File: src/rtl/uart_tx_ctrl.sv
// UART transmit frame controller: START, DATA (via external serializer), optional PARITY, STOP, with serializer watchdog.
// Optional parity support is enabled by defining UART_TX_PARITY_EN.
module uart_tx_ctrl #(
    parameter int unsigned DATA_WIDTH = 8
) (
    input  logic                  clk,
    input  logic                  rst,
    input  logic [DATA_WIDTH-1:0] P_DATA,
    input  logic                  data_valid,
    input  logic                  PAR_EN,
    input  logic                  PAR_TYP,
    input  logic                  ser_done,
    input  logic                  ser_data,
    output logic                  ser_en,
    output logic [DATA_WIDTH-1:0] ser_p_data,
    output logic                  TX_OUT,
    output logic                  busy,
    output logic                  err_timeout
);

    localparam int unsigned WDOG_W     = $clog2(DATA_WIDTH + 2);
    localparam int unsigned WDOG_LIMIT = DATA_WIDTH + 1;

    typedef enum logic [2:0] {
        IDLE  = 3'd0,
        START = 3'd1,
        DATA  = 3'd2,
        STOP  = 3'd3
`ifdef UART_TX_PARITY_EN
        ,
        PARITY = 3'd4
`endif
    } state_t;

    state_t              state;
    state_t              state_next;
    logic [WDOG_W-1:0]   wdog;
    logic                accept;
    logic                timeout;

`ifdef UART_TX_PARITY_EN
    logic                par_en_q;
    logic                par_bit_q;
`else
    logic                unused_par;
    assign unused_par = PAR_EN ^ PAR_TYP;
`endif

    // New words are only taken while the line is idle or finishing a stop bit.
    assign accept  = data_valid && ((state == IDLE) || (state == STOP));
    assign timeout = (state == DATA) && !ser_done && (wdog == WDOG_W'(WDOG_LIMIT));

    // State register
    always_ff @(posedge clk) begin
        if (rst) begin
            state <= IDLE;
        end else begin
            state <= state_next;
        end
    end

    // Next-state logic
    always_comb begin
        state_next = state;
        case (state)
            IDLE: begin
                if (data_valid) begin
                    state_next = START;
                end
            end
            START: begin
                state_next = DATA;
            end
            DATA: begin
                if (ser_done) begin
`ifdef UART_TX_PARITY_EN
                    state_next = par_en_q ? PARITY : STOP;
`else
                    state_next = STOP;
`endif
                end else if (timeout) begin
                    state_next = IDLE;
                end
            end
`ifdef UART_TX_PARITY_EN
            PARITY: begin
                state_next = STOP;
            end
`endif
            STOP: begin
                state_next = data_valid ? START : IDLE;
            end
            default: begin
                state_next = IDLE;
            end
        endcase
    end

    // Output decode from state; during DATA the line follows the serializer.
    always_comb begin
        TX_OUT = 1'b1;
        busy   = 1'b0;
        ser_en = 1'b0;
        case (state)
            START: begin
                TX_OUT = 1'b0;
                busy   = 1'b1;
            end
            DATA: begin
                TX_OUT = ser_data;
                busy   = 1'b1;
                ser_en = 1'b1;
            end
`ifdef UART_TX_PARITY_EN
            PARITY: begin
                TX_OUT = par_bit_q;
                busy   = 1'b1;
            end
`endif
            STOP: begin
                busy = 1'b1;
            end
            default: begin
                TX_OUT = 1'b1;
            end
        endcase
    end

    // Word/config latches, watchdog and timeout pulse.
    always_ff @(posedge clk) begin
        if (rst) begin
            ser_p_data  <= '0;
            wdog        <= '0;
            err_timeout <= 1'b0;
`ifdef UART_TX_PARITY_EN
            par_en_q    <= 1'b0;
            par_bit_q   <= 1'b0;
`endif
        end else begin
            err_timeout <= timeout;
            wdog        <= (state == DATA) ? (wdog + WDOG_W'(1)) : '0;
            if (accept) begin
                ser_p_data <= P_DATA;
`ifdef UART_TX_PARITY_EN
                par_en_q   <= PAR_EN;
                par_bit_q  <= (^P_DATA) ^ PAR_TYP;
`endif
            end
        end
    end

endmodule

File: config.mk
export PLATFORM = sky130hd
export DESIGN_NAME = uart_tx_ctrl
export DESIGN_NICKNAME = d
export VERILOG_FILES = /design/src/rtl/uart_tx_ctrl.sv
export SDC_FILE = /design/constraint.sdc
export NUM_CORES = 1
export LEC_CHECK = 0
export CAP_MARGIN = 20
export CELL_PAD_IN_SITES_DETAIL_PLACEMENT = 1
export CELL_PAD_IN_SITES_GLOBAL_PLACEMENT = 1
export CORE_MARGIN = 4
export CORE_UTILIZATION = 43
export CTS_CLUSTER_DIAMETER = 100
export DETAILED_ROUTE_END_ITERATION = 8
export DONT_BUFFER_PORTS = 1
export PLACE_DENSITY = 0.74
export SETUP_SLACK_MARGIN = 0.15
export SYNTH_ARGS = -nofsm -noshare
export SYNTH_HDL_FRONTEND = slang
export SYNTH_SLANG_ARGS = --single-unit
export TNS_END_PERCENT = 30
File: constraint.sdc
create_clock -name clk -period 2.2 [get_ports clk]
set_clock_uncertainty 0.05 [all_clocks]
set_input_delay 0.44 -clock clk [delete_from_list [all_inputs] [get_ports clk]]
set_output_delay 0.44 -clock clk [all_outputs]
set_load 0.03 [all_outputs]
==> run metrics <==
reg2reg end=state[0]; Synth cell types=24; TritonCTS Buffers=3; wire length on met2=roughly 780 um; post-DP HPWL=between 1000 and 1500 um; Setup Fix Bufs, Post-CTS=0; flops & latches, synth=15; Initial DRC Count=3; synth-to-layout area growth=9.55%; Die ar.=around 2400 sq um; critical path arrival=~1.4 ns; Post-layout nets=96; Crit path required time=1.71 ns; Synth area leader=dfxtp_1; final WL=around 1400 um; min cycle time layout=~1.9 ns; Avg Synthesized Cell Area=around 11 sq um; Levels on crit path=6; vias in the first global route=about 540; Post-Syn Nets=90; met3 WL=around 70 um; DR vias=just under 500; clk slew on worst S/H paths=around 0.08 ns; Die H=48.9 um; antenna diode count=0; Top Ports=27; max-slew violation count=0; crit path cell chain=inv_2 > ha_2 > buf_6 > nand2_1 > o21ai_1 > buf_4; CTS Sinks=15; worst hold path class=in -> reg; Hold Vio Cnt, Final=0; CP Class=reg -> out; Max Used Layer=met4; top cells by count, synth=dfxtp_1, nor2_1, mux2i_1; RSZ-0062 raised after global routing=false; Synth Flop Type=dfxtp_1; Synth top area share=41.7%; layout cells sized above 1=17.8%; Rows=14; CP delay by family, top=buffers and inverters; Synth Warn #=0; reg2reg setup slack=0.60 ns; static leakage=0.357 nW; Layout Utilization=roughly half; Placer Congestion=around 0.68; Worst Hold Launch=rst; mapped cell area=721 sq um; root buffer cell=clkbuf_4; startpoint types=flop; R2R Path Start=state[0]; initial core utilization=about 47%; CTS tree=built; IO Port Bufs=0; register area share after synthesis=41.7%; fill count=between 150 and 200; drt pass-1 iters=2; latest clock arrival within the worst-skew pair=between 0.2 and 0.3 ns; Buf/Inv on CP=3; synthesized instance count=just under 70; Antenna Nets Post-Route=0; hold buffer count at cts=0; total grt overflow=0; final setup fails=0; die width=between 40 and 50 um; fin crit share=roughly 87%; hold path depth=1; multi-input logic area=399 sq um; Post-CTS Resized=2; initial antenna violation count=0; detailed-route DRC error count=0; asr flop ratio synth=0%; Max-Cap Viols=0; core area=1540 sq um; PwrDens=between 1000 and 1500 nW/um^2; endpoint class of the critical path=output pin; top-count cell post-synth=dfxtp_1; wire per inst=between 15 and 20 um; actual slew at the worst max-slew pin=roughly 0.41 ns; GRT Resource Usage Total=13.3%; met1 wire length=526 um; synth top area cells=dfxtp_1, mux2i_1, ha_1, nor2_1, a2111oi_4; Post-synth EDFFs=0; Vias/cell=about 5.4; CP max-delay cell=dfxtp_2; storage element area=302 sq um; r2r worst-path depth=5; outcome=finished, final reports clean; CTS max path bufs=2; VDD IR-drop max=roughly 0.00058 V; Critical Path Max Stage Delay=about 0.35 ns; fmax=~520 MHz; first-pass GRT wire length=roughly 2500 um; CTS H-Tree Depth=1; CP max FO=4; Hold EP=state[0]; Fin Setup TNS=0 ns; largest net degree at the start of global routing=13; Slew HR=around 72%
==> per-stage QoR <==
step           cell area, sq um  cells  setup WS (ns)  hold slack (ns)  power [mW]
2_1_floorplan               721     68          0.354            0.384       0.764
4_1_cts                     786     89          0.151            0.146        1.02
5_1_grt                     790     89          0.165            0.129        1.09
3_3_place_gp                754     85          0.469            0.401       0.842
3_5_place_dp                754     85          0.426            0.412       0.856
6_report                    790     89          0.280            0.155        1.01
==> state kept, by name, indices dropped and copies added, names as in the netlist <==
name / cells
state: 2
err_timeout: 1
ser_p_data: 8
wdog: 4
==> power breakdown <==
part / internal (mW) / switching, mW / leakage [nW]
Sequential: 0.326 / 0.109 / 0.123
Clock: 0.0677 / 0.0867 / 0.0177
Combinational: 0.178 / 0.243 / 0.216
Total: 0.571 / 0.438 / 0.357
==> how the worst max path moves through the flow <==
| stage | start | endpoint |
|---|---|---|
| floorplan | state[0] | TX_OUT |
| global placement | state[0] | TX_OUT |
| detailed placement | state[0] | TX_OUT |
| CTS | state[0] | TX_OUT |
| global route | state[0] | TX_OUT |
| finish | state[0] | TX_OUT |
==> routing by layer <==
| layer | global-route usage [%] | vias to the layer above |
|---|---|---|
| li1 | - | 243 |
| met1 | 12.5 | 225 |
| met2 | 24.3 | 12 |
| met3 | 3.67 | 5 |
| met4 | 9.42 | 0 |
| met5 | 0 | - |
==> worst reg2reg max path, delay by kind of cell (launching register included) <==
kind | cells | cell delay (ns)
DFF | 1 | 0.35
muxes | 1 | 0.34
AOI/OAI and AO/OA | 1 | 0.30
adders and majority gates | 1 | 0.23
and+or+nand+nor | 1 | 0.14
buffers and inverters | 1 | 0.10
==> placed cells by master, fill, tap and decap left out <==
master and instances:
nor3b_1 1, a211oi_1 2, nor4_1 1, nor2b_1 1, dfxtp_2 1, nand4b_4 1, clkbuf_4 3, buf_6 1
nor4b_1 1, buf_4 2, and2b_1 1, a2111oi_4 1, nor4bb_1 1, nor3_1 1, mux2_4 1, nand2_1 1
ha_1 6, inv_2 1, o21ai_1 1, nand2b_1 1, nor2_1 13, ha_2 1, nand3_1 1, inv_1 3
xnor2_1 1, xor2_1 1, mux2i_1 9, clkinv_2 1, dfxtp_1 14
==> logic make-up (layout without fill, tap and decap cells) <==
group                      Yosys count  count (layout)  share of synthesized area, %
buffers and inverters                6              11                          3.30
adders and majority gates            7               7                          12.2
muxes                               10              10                          14.6
AOI/OAI and AO/OA                    4               4                          6.60
DFF                                 15              15                          41.7
and+or+nand+nor                     24              24                          19.3
xor gates and xnor gates             2               2                          2.43
==> area by class of cell <==
cell class | instances | share of cell area, %
multi-input cells | 47 | 50.6
clock buffers | 3 | 2.85
repair buffers | 3 | 3.33
well taps | 16 | 2.54
clock inverters | 1 | 0.634
inverters | 4 | 1.90
flip-flops and latches | 15 | 38.2
Note: power is estimated with default switching activity, not from simulation.
